**config.mk**
```make
export PLATFORM = sky130hd
export DESIGN_NAME = sfifo_rd_unpack
export DESIGN_NICKNAME = d
export VERILOG_FILES = /design/src/rtl/sfifo_pkg.sv /design/src/rtl/sfifo_rd_unpack.sv
export SDC_FILE = /design/constraint.sdc
export NUM_CORES = 1
export LEC_CHECK = 0
export ABC_AREA = 1
export ABC_CLOCK_PERIOD_IN_PS = 2700
export BUFFER_PORTS_ARGS = -buffer_cell sky130_fd_sc_hd__buf_4
export CORE_ASPECT_RATIO = 0.7
export CORE_UTILIZATION = 56
export DETAILED_ROUTE_END_ITERATION = 7
export GPL_TIMING_DRIVEN = 0
export PLACE_DENSITY = 0.89
export SYNTH_ARGS = -nofsm -noshare
export SYNTH_HDL_FRONTEND = slang
export SYNTH_SLANG_ARGS = --single-unit
```
**constraint.sdc**
```tcl
create_clock -name clk -period 2.7 [get_ports clk]
set_input_delay 0.135 -clock clk [delete_from_list [all_inputs] [get_ports clk]]
set_output_delay 0.135 -clock clk [all_outputs]
set_load 0.01 [all_outputs]
```
**src/rtl/sfifo_pkg.sv**
```systemverilog
// Shared types, width helper and elaboration-time parameter checks for the sync FIFO family.
package sfifo_pkg;

  typedef enum logic {ST_EMPTY, ST_ACTIVE} state_t;

  // Counter/pointer width that never collapses to zero bits.
  function automatic int clog2_min1(input int n);
    return (n <= 2) ? 1 : $clog2(n);
  endfunction

endpackage

`ifndef SFIFO_PKG_CHECKS
`define SFIFO_PKG_CHECKS
`define SFIFO_CHECK_WIDTHS(iw, ow) \
  if ((((iw) % (ow)) != 0) || (((iw) / (ow)) < 1) || (((iw) / (ow)) > 16)) begin : g_bad_widths \
    $error("sfifo: IW must be a multiple of OW with IW/OW in 1..16"); \
  end
`define SFIFO_CHECK_DEPTH(d) \
  if ((d) < 1) begin : g_bad_depth \
    $error("sfifo: depth must be at least 1"); \
  end
`endif

```
**src/rtl/sfifo_rd_unpack.sv**
```systemverilog
// Pops IW-bit FIFO words and emits IW/OW narrow beats on valid/ready; first beat one cycle after pop, 1 beat/clk.
// Holds beats stable under backpressure; LSB slice first unless SFIFO_RD_UNPACK_MSB_FIRST_EN is defined.
module sfifo_rd_unpack
  import sfifo_pkg::*;
#(
  parameter int IW = 32,
  parameter int OW = 8
) (
  input  logic          clk,
  input  logic          reset_n,
  input  logic          flush,
  input  logic          fifo_empty,
  input  logic [IW-1:0] fifo_rd_data,
  output logic          fifo_rd_en,
  output logic          m_valid,
  input  logic          m_ready,
  output logic [OW-1:0] m_data,
  output logic          m_last,
  output logic          busy
);

  localparam int RATIO = IW / OW;
  localparam int CW    = clog2_min1(RATIO);
  localparam logic [CW-1:0] CNT_LAST = CW'(RATIO - 1);

  `SFIFO_CHECK_WIDTHS(IW, OW)

  state_t        state_q, state_d;
  logic [IW-1:0] hold_q, hold_d;
  logic [CW-1:0] cnt_q, cnt_d;
  logic          hold_vld, accept;

  assign hold_vld = (state_q == ST_ACTIVE);
  assign m_valid  = hold_vld;
  assign busy     = hold_vld;
  assign m_last   = hold_vld & (cnt_q == CNT_LAST);
  assign accept   = hold_vld & m_ready;

  // Refill on the last-beat accept keeps consecutive words bubble-free.
  assign fifo_rd_en = reset_n & ~fifo_empty & ~flush & (~hold_vld | (accept & m_last));

  always_comb begin
    m_data = '0;
    for (int i = 0; i < RATIO; i++) begin
      if (cnt_q == CW'(i)) begin
`ifdef SFIFO_RD_UNPACK_MSB_FIRST_EN
        m_data = hold_q[(RATIO-1-i)*OW +: OW];
`else
        m_data = hold_q[i*OW +: OW];
`endif
      end
    end
  end

  always_comb begin
    state_d = state_q;
    hold_d  = hold_q;
    cnt_d   = cnt_q;
    if (flush) begin
      state_d = ST_EMPTY;
      cnt_d   = '0;
    end else if (fifo_rd_en) begin
      state_d = ST_ACTIVE;
      hold_d  = fifo_rd_data;
      cnt_d   = '0;
    end else if (accept) begin
      if (m_last) begin
        state_d = ST_EMPTY;
        cnt_d   = '0;
      end else begin
        cnt_d = cnt_q + CW'(1);
      end
    end
  end

  always_ff @(posedge clk or negedge reset_n) begin
    if (!reset_n) begin
      state_q <= ST_EMPTY;
      hold_q  <= '0;
      cnt_q   <= '0;
    end else begin
      state_q <= state_d;
      hold_q  <= hold_d;
      cnt_q   <= cnt_d;
    end
  end

endmodule

```
==> flow_metrics.tcl, run 1 <==
set metrics [dict create \
    syn_area_per_cell_um2 7.68 \
    period_share 0.791 \
    rows 17 \
    p_leak_nw 1.38 \
    drtIter0Drc 147 \
    synth_simple_gate_area_frac 0.366 \
    synth_compound_area_frac 0.0452 \
    cap_violations 0 \
    worstMarginPinSlew_ns 0.444 \
    initial_core_util 0.593 \
    min_path_type "in -> reg" \
    max_clock_freq_mhz 468 \
    relSlewSlack 0.704 \
    core_mm2 0.00317 \
    route.detailed.drc 2 \
    seq_area_frac_synth 0.466 \
    antenna-diode-count 0 \
    ir_worst_vdd_mv 0.376 \
    grt_setup_unrepaired "no" \
    ys_ff_latch 35 \
    end_kind "output pin" \
    ios 49 \
    place_congestion 0.847 \
    htreeDepth 2 \
    synthToLayoutAreaGrowth_pct 28.5 \
    die_w_um 71.3 \
    dp.final_hpwl_um 3420 \
    final_util 0.762 \
    postSynth.asyncResetShare 1.00 \
    grt_antenna_before_repair 0 \
    synthMuxAreaShare 0 \
    multi_input_area_um2 823 \
    clk_pin_slew_ns 0.07 \
    wirelength_um 4920 \
    ant_nets 0 \
    regArea_um2 876 \
    skew_ns 0.00428 \
    setup_viol 0 \
    nFillCells 252 \
    yosysWarnings 0 \
    layout_min_cycle_time_ns 2.14 \
    status "finished, violations left" \
    ctsResizeCount 0 \
    synthTopCellsByArea "dfrtp_1 (47%), nand2_1 (22%), nand4_1 (11%)" \
    die_h_um 50.5 \
    maxSlewViolCount 0 \
    final_hold_viol_count 0 \
    cts_tree "yes" \
    synth_nets 286 \
    critPathMaxFanout 10 \
    synth_cells 245 \
    synth-xor-area-share 0 \
    viasPerCell 5.51 \
    grt_pass1_vias 1741 \
    yosysMostFrequentCell "nand2_1" \
    dp_worst_setup_slack_ns 0.920 \
    grt_usage 0.299 \
    drive_gt1_frac 0.255 \
    synth_top_family_by_area "simple AND/OR/NAND/NOR gates" \
    root_buffer "clkbuf_8" \
    grt_max_degree 37 \
    ys_types 17 \
    violations "DRC" \
    synthAdderAreaFrac 0.0266 \
    synth_area_leader_cell "dfrtp_1" \
    fin_ws_ns 0.564 \
    via_count 1875 \
    synth_edf_count 0 \
    fin_nets 342 \
    fin_setup_tns_ns 0 \
    cts.sinks 35 \
    synth_top_area_share 0.466 \
    synthFlopType "dfrtp_1" \
    grt_pass1_wl_um 7980 \
    grt-ovfl-total 0 \
    die-area_mm2 0.00360 \
    path_class "reg -> out" \
    wl_per_cell_um 14.5 \
    clk_latency_ns 0.28 \
    p_per_area_mw_per_mm2 624 \
    cp.required_ns 2.57 \
    worstPathArrival_ns 2.00 \
    syn_area_mm2 0.00188 \
    cts_made_buffers 5 \
    dr.pass1.iters 7 \
    portBuffers 48 \
    synthTopCellsByCount "nand2_1 (111), dfrtp_1 (35), nand4_1 (32), inv_1 (17), a21oi_1 (16)" \
    cts_buffer_depth 2 \
    crit_path_start_kind "register" \
]
-- what timing repair did --
action | CTS | global route
setup buffers | 0 | 0
hold endpoints to repair | 35 | 0
hold buffers | 1 | 0
-- report_power, final --
part           switching, mW  leakage (nW)  total (mW)  internal (mW)
sequential            0.0566         0.441       0.677          0.620
clock                  0.192        0.0612       0.491          0.299
combinational          0.190         0.873       0.340          0.150
total                  0.439          1.38        1.51           1.07
-- worst max-delay path: stages (launching register included) --
cell and delay [ns]:
dfrtp_1 0.40, inv_1 0.12, ha_1 0.17, clkbuf_1 0.31, buf_2 0.30, a21oi_1 0.13, nand2_1 0.08, nand2_1 0.06
buf_4 0.14
-- cell type report --
type                            count  area share
Inverter                           17      0.0264
Buffer                             19      0.0487
Timing Repair Buffer               49       0.153
Tap cell                           38      0.0197
Multi-Input combinational cell    174       0.341
Clock inverter                      2      0.0145
Sequential cell                    35       0.363
Clock buffer                        6      0.0342
-- final timing paths --
check,start,cells past startpoint,end,slack [ns]
hold reg to reg,hold_q[28],2,hold_q[28],0.48
min in group asynchronous,reset_n,2,hold_q[7],0.33
max in group asynchronous,reset_n,2,hold_q[9],2.04
setup / recovery,cnt_q[0],8,m_data[1],0.56
hold / removal,flush,2,busy,0.07
setup reg to reg,cnt_q[1],8,hold_q[7],1.22
-- placed cells by master (no fill, tap or decap) --
master	instances
ha_1	4
nand3_4	1
bufinv_16	1
nand2_1	111
o21ai_0	1
clkbuf_8	6
nor2_1	5
nand2_4	1
clkinv_2	1
dlygate4sd3_1	1
dfrtp_1	35
buf_2	10
nand4_1	32
clkbuf_1	3
nor2_4	1
buf_4	51
nor2_2	1
a21oi_1	16
nand2_2	1
inv_1	17
buf_6	3
-- through the flow --
step	area (um2)	power (mW)	cells	hold WS, ns
4_1_cts	2420	1.50	340	0.0775
6_report	2420	1.51	340	0.0748
2_1_floorplan	1880	0.860	245	-0.161
3_3_place_gp	2290	1.00	331	0.111
5_1_grt	2420	1.59	340	0.102
3_5_place_dp	2290	1.02	331	0.108
-- state kept, by name (all words and copies together) (netlist names) --
signal,cells
busy,1
cnt_q,2
hold_q,32
-- kinds of logic after synthesis --
| group | count (synthesis) |
|---|---|
| flops | 35 |
| simple gates | 153 |
| compound gates | 17 |
| buf+inv | 36 |
| fa+ha+maj | 4 |
-- metal layers --
layer / part of all wire / track usage / wire [um] / vias up
met2: 0.49 / 0.503 / 2400 / 84
li1: - / - / - / 899
met5: 0 / 0 / 0 / -
met3: 0.078 / 0.0723 / 382 / 13
met1: 0.42 / 0.391 / 2050 / 879
met4: 0.016 / 0.0800 / 81 / 0
Power figures use the tool's default switching activity.
==> run 2, diff against run 1 <==
Settings changed: ABC_CLOCK_PERIOD_IN_PS 2700 to 2100, CORE_UTILIZATION 56 to 52, PLACE_DENSITY 0.89 to 0.84.
Clock period 2.7 ns to 2.1 ns, I/O delays scaled along.
==> run 2 against run 1 <==
The flow now finishes without violations. Critical endpoint is now m_data[4]. Die area up 7.4%. Non-clock buffer count down 1. Clock power increased by 1%. Highest routed layer unchanged. Setup slack worse by 0.45 ns. Core utilization down 3.6 points. Hold slack got worse by 0.030 ns. Cell count grew 2.1%. Critical path depth is 1 lower. Flip-flop and latch count unchanged. Critical path type unchanged. Wire length down 6.2%.
==> flow_metrics.tcl, run 2 (same netlist as run 1, synthesis figures left out) <==
set metrics [dict create \
    period_share 0.945 \
    layout_min_cycle_time_ns 1.98 \
    via_count 1801 \
    final_hold_viol_count 0 \
    crit_path_start_kind "register" \
    dp.final_hpwl_um 3280 \
    ant_nets 0 \
    worstMarginPinSlew_ns 0.452 \
    clk_pin_slew_ns 0.07 \
    cts_made_buffers 5 \
    cp.required_ns 2.00 \
    final_common_cell "nand2_1" \
    core_mm2 0.00330 \
    wl_per_cell_um 13.3 \
    fin_nets 341 \
    relSlewSlack 0.699 \
    grt-ovfl-total 0 \
    max_clock_freq_mhz 504 \
    regMostFlops "hold_q" \
    worstPathArrival_ns 1.88 \
    initial_core_util 0.570 \
    r2r_slack_ns 0.64 \
    cts.sinks 35 \
    setup_viol 0 \
    ios 49 \
    skew_ns 0.00851 \
    synthToLayoutAreaGrowth_pct 27.3 \
    critPathMaxFanout 10 \
    fin_setup_tns_ns 0 \
    end_kind "output pin" \
    clk_latency_ns 0.29 \
    grt_usage 0.271 \
    grt_max_degree 37 \
    viasPerCell 5.19 \
    cap_violations 0 \
    path_class "reg -> out" \
    root_buffer "clkbuf_8" \
    route.detailed.drc 0 \
    cp-endpoint "m_data[4]" \
    power_mw 1.80 \
    holdWs_ns 0.0443 \
    grt_antenna_before_repair 0 \
    wirelength_um 4610 \
    portBuffers 48 \
    drive_gt1_frac 0.253 \
    cts_buffer_depth 2 \
    dr.pass1.iters 4 \
    min_path_type "in -> reg" \
    p_per_area_mw_per_mm2 751 \
    final_cell_mix "nand2_1 (111), buf_4 (51), dfrtp_1 (35)" \
    maxSlewViolCount 0 \
    die_h_um 52.3 \
    grt_setup_unrepaired "no" \
    die_w_um 73.9 \
    ir_worst_vdd_mv 0.458 \
    worst-r2r-cell-count 8 \
    p_leak_nw 1.36 \
    antenna-diode-count 0 \
    status "finished, final reports clean" \
    largest_reg_flops 32 \
    place_congestion 0.806 \
    cts_tree "yes" \
    grt_pass1_wl_um 7570 \
    final_util 0.726 \
    rows 17 \
    worstReg2RegEnd "hold_q[26]" \
    crit_start "cnt_q[0]" \
    timing.rr.start "cnt_q[1]" \
    place_inst 340 \
    finalNonFillerCells 347 \
    htreeDepth 2 \
    die-area_mm2 0.00386 \
    drtIter0Drc 88 \
    grt_pass1_vias 1611 \
]
==> run 2: worst min-delay path by stage <==
stage               slack (ns)    start        to  depth (start not counted)
global placement          0.08  reset_n  cnt_q[0]                          1
global route              0.04    flush      busy                          2
finish                    0.04    flush      busy                          2
detailed placement        0.08  reset_n  cnt_q[1]                          1
CTS                       0.04    flush      busy                          2
floorplan                -0.19  reset_n      busy                          0
==> run 2: metrics by stage <==
stage	area [um2]	setup slack (ns)
floorplan	1880	0.728
global placement	2300	0.433
detailed placement	2300	0.399
CTS	2400	0.0381
global route	2390	0.0244
finish	2390	0.116
==> run 2: repair_timing <==
| item | in CTS | in global routing |
|---|---|---|
| buffers inserted | 0 | 0 |
| endpoints found under the setup margin | 0 | 8 |
| resized for setup | 0 | 0 |
| hold endpoints to repair | 35 | 0 |
| hold buffers | 1 | 0 |
==> run 2: power breakdown <==
group          internal, mW  switching [mW]  leakage (nW)
logic                 0.193           0.236         0.872
clock network         0.257           0.241        0.0470
registers             0.798          0.0721         0.441
total                  1.25           0.549          1.36
==> run 2: routing by layer <==
metal / routed length, um / up-vias / track usage / part of all wire
met1: 2280 / 826 / 0.400 / 0.49
met5: 0 / - / 0 / 0
li1: - / 900 / - / -
met3: 346 / 5 / 0.0750 / 0.075
met4: 36 / 0 / 0.0577 / 0.0078
met2: 1950 / 70 / 0.396 / 0.42
==> run 2: cell type report <==
class                   count  area, um2
plain buffers              18        114
clock buffers               6       82.6
clock inverters             1       5.00
fillers                   280        903
inverters                  17       63.8
multi-input cells         174        823
flip-flops and latches     35        876
well taps                  47       58.8
repair buffers             49        370
==> run 2: worst max-delay path, stage by stage (launching register included) <==
cell,delay [ns]
dfrtp_1,0.41
inv_1,0.14
ha_1,0.34
buf_2,0.28
a21oi_1,0.11
nand2_1,0.10
nand2_1,0.07
buf_4,0.14
==> run 3, diff against run 2 <==
Settings changed: ABC_AREA 1 to 0, CORE_UTILIZATION 52 to 51, PLACE_DENSITY 0.84 to 0.83.
==> run 3 against run 2 <==
Die area decreased by 4.1%. Count of clock-buffer cells in the layout up 2. Setup slack got worse by 0.0079 ns. Synthesized cell count shrank 44%. First-iteration DRC count down 19%. Sequential power is 3.6% higher. Combinational power is 11% higher.
==> flow_metrics.tcl, run 3 <==
set metrics [dict create \
    cts_tree "yes" \
    clk_latency_ns 0.29 \
    setup_viol 0 \
    place_congestion 0.810 \
    maxSlewViolCount 0 \
    via_count 1286 \
    nFillCells 228 \
    initial_core_util 0.546 \
    synthMuxAreaShare 0.258 \
    path_class "reg -> out" \
    max_clock_freq_mhz 502 \
    largest_reg_flops 32 \
    min_path_type "in -> reg" \
    status "finished, final reports clean" \
    p_leak_nw 1.16 \
    worstMarginPinSlew_ns 0.472 \
    dp.final_hpwl_um 2790 \
    critPathMaxFanout 10 \
    synth_nets 179 \
    htreeDepth 2 \
    drtIter0Drc 71 \
    synthTopCellsByArea "dfrtp_1 (50%), mux2_4 (17%), mux2_1 (4.5%)" \
    synthToLayoutAreaGrowth_pct 33.5 \
    cts_buffer_depth 2 \
    cts_made_buffers 5 \
    synth_area_leader_cell "dfrtp_1" \
    layout_min_cycle_time_ns 1.99 \
    synth_cells 138 \
    p_per_area_mw_per_mm2 812 \
    final_common_cell "buf_4" \
    ys_types 23 \
    cts.sinks 35 \
    synthAdderAreaFrac 0.0283 \
    dr.pass1.iters 4 \
    grt_pass1_wl_um 6290 \
    cap_violations 0 \
    final_hold_viol_count 0 \
    die_h_um 51.2 \
    ys_ff_latch 35 \
    wl_per_cell_um 16.0 \
    viasPerCell 5.19 \
    relSlewSlack 0.685 \
    fin_area_mm2 0.00236 \
    seq_area_frac_synth 0.496 \
    portBuffers 48 \
    antenna-diode-count 0 \
    worstPathArrival_ns 1.89 \
    synth_simple_gate_area_frac 0.0532 \
    wirelength_um 3970 \
    drive_gt1_frac 0.478 \
    synth_edf_count 0 \
    syn_area_mm2 0.00177 \
    fin_nets 241 \
    ios 49 \
    clk_pin_slew_ns 0.07 \
    grt-ovfl-total 0 \
    crit_path_start_kind "register" \
    end_kind "output pin" \
    grt_usage 0.239 \
    postSynth.asyncResetShare 1.00 \
    skew_ns 0.00329 \
    synth_top_area_share 0.496 \
    grt_max_degree 37 \
    ant_nets 0 \
    synth_top_family_by_area "multiplexers" \
    dpl_cell_area_mm2 0.00218 \
    regMostFlops "hold_q" \
    rows 17 \
    power_mw 1.91 \
    route.detailed.drc 0 \
    fin_setup_tns_ns 0 \
    synthFlopType "dfrtp_1" \
    core_mm2 0.00323 \
    synth_compound_area_frac 0.113 \
    synthTopCellsByCount "dfrtp_1 (35), mux2_4 (20), a21oi_1 (13), nand2_1 (10), inv_1 (8)" \
    ir_worst_vdd_mv 0.534 \
    yosysMostFrequentCell "dfrtp_1" \
    die_w_um 72.3 \
    cp.required_ns 2.00 \
    die-area_mm2 0.00370 \
    final_cell_mix "buf_4 (54), dfrtp_1 (35), mux2_4 (20)" \
    root_buffer "clkbuf_8" \
    period_share 0.949 \
    grt_pass1_vias 1281 \
    syn_area_per_cell_um2 12.8 \
    yosysWarnings 0 \
    grt_antenna_before_repair 0 \
    synth-xor-area-share 0 \
]
[run 3: cell count changes after synthesis, sizes merged, moves of 2 or more]
cell / previous run / this run
mux2: 0 / 32
nor2: 7 / 1
a221oi: 0 / 2
a22o: 0 / 6
nor2b: 0 / 3
nand2: 113 / 11
o21ai: 1 / 6
buf: 16 / 5
nand4: 32 / 0
o31ai: 0 / 2
mux2i: 0 / 2
inv: 17 / 8
a21oi: 16 / 13
nor3: 0 / 2
[run 3: power by group]
part | total, mW | leakage, nW | switching [mW] | internal, mW
Sequential | 0.901 | 0.420 | 0.0878 | 0.813
Combinational | 0.475 | 0.686 | 0.174 | 0.300
Clock | 0.538 | 0.0515 | 0.239 | 0.299
[run 3: timing repair]
| action | 4_1_cts | 5_1_grt |
|---|---|---|
| pin swaps | 1 | 0 |
| setup buffers | 5 | 0 |
| endpoints found under the setup margin | 7 | 35 |
| hold buffers | 2 | 0 |
| gates resized for setup | 1 | 9 |
| hold endpoints to repair | 36 | 0 |
[run 3: cell families (layout without fill, tap and decap cells)]
kind of cell,after synthesis,after routing
AOI/OAI and AO/OA,30,30
buffers and inverters,16,79
adders and majority gates,4,4
muxes,34,34
DFF,35,35
and+or+nand+nor,19,19
[run 3: through the flow]
| step | std cells | hold slack, ns | setup WS, ns | utilization |
|---|---|---|---|---|
| 4_1_cts | 248 | 0.0251 | 0.0223 | 0.725 |
| 3_3_place_gp | 233 | 0.0702 | 0.0924 | 0.676 |
| 6_report | 248 | 0.0273 | 0.108 | 0.729 |
| 2_1_floorplan | 138 | -0.191 | 0.299 | - |
| 3_5_place_dp | 233 | 0.0884 | 0.0538 | 0.676 |
| 5_1_grt | 248 | 0.0260 | -0.0137 | 0.729 |
[run 3: worst paths after layout]
kind,cells after the start,slack [ns],start,endpoint
worst max register to register,7,0.13,cnt_q[0],hold_q[17]
min in group asynchronous,2,0.27,reset_n,hold_q[31]
max in group asynchronous,2,1.59,reset_n,hold_q[12]
worst min-delay path,2,0.03,fifo_rd_data[23],hold_q[23]
worst max-delay path,7,0.11,cnt_q[0],m_data[1]
worst min register to register,1,0.49,hold_q[28],hold_q[28]
[run 3: final cells by class]
cell class / count / area (um2) / area share
flip-flops and latches: 35 / 876 / 0.372
multi-input cells: 87 / 805 / 0.341
repair buffers: 55 / 424 / 0.180
clock buffers: 8 / 100 / 0.0425
plain buffers: 8 / 62.6 / 0.0266
well taps: 47 / 58.8 / 0.0250
inverters: 8 / 30.0 / 0.0127
[run 3: per-layer routing]
layer / GRT usage / routed length, um / up-vias
met5: 0 / 0 / -
met3: 0.0828 / 225 / 7
met4: 0.0686 / 54 / 0
met2: 0.366 / 1780 / 42
met1: 0.322 / 1910 / 624
li1: - / - / 613
[run 3: critical path, stage by stage (launching register included)]
cell     delay [ns]
dfrtp_1        0.43
inv_1          0.10
ha_2           0.24
buf_2          0.20
a21oi_1        0.13
o21ai_0        0.15
a22o_1         0.21
buf_4          0.14
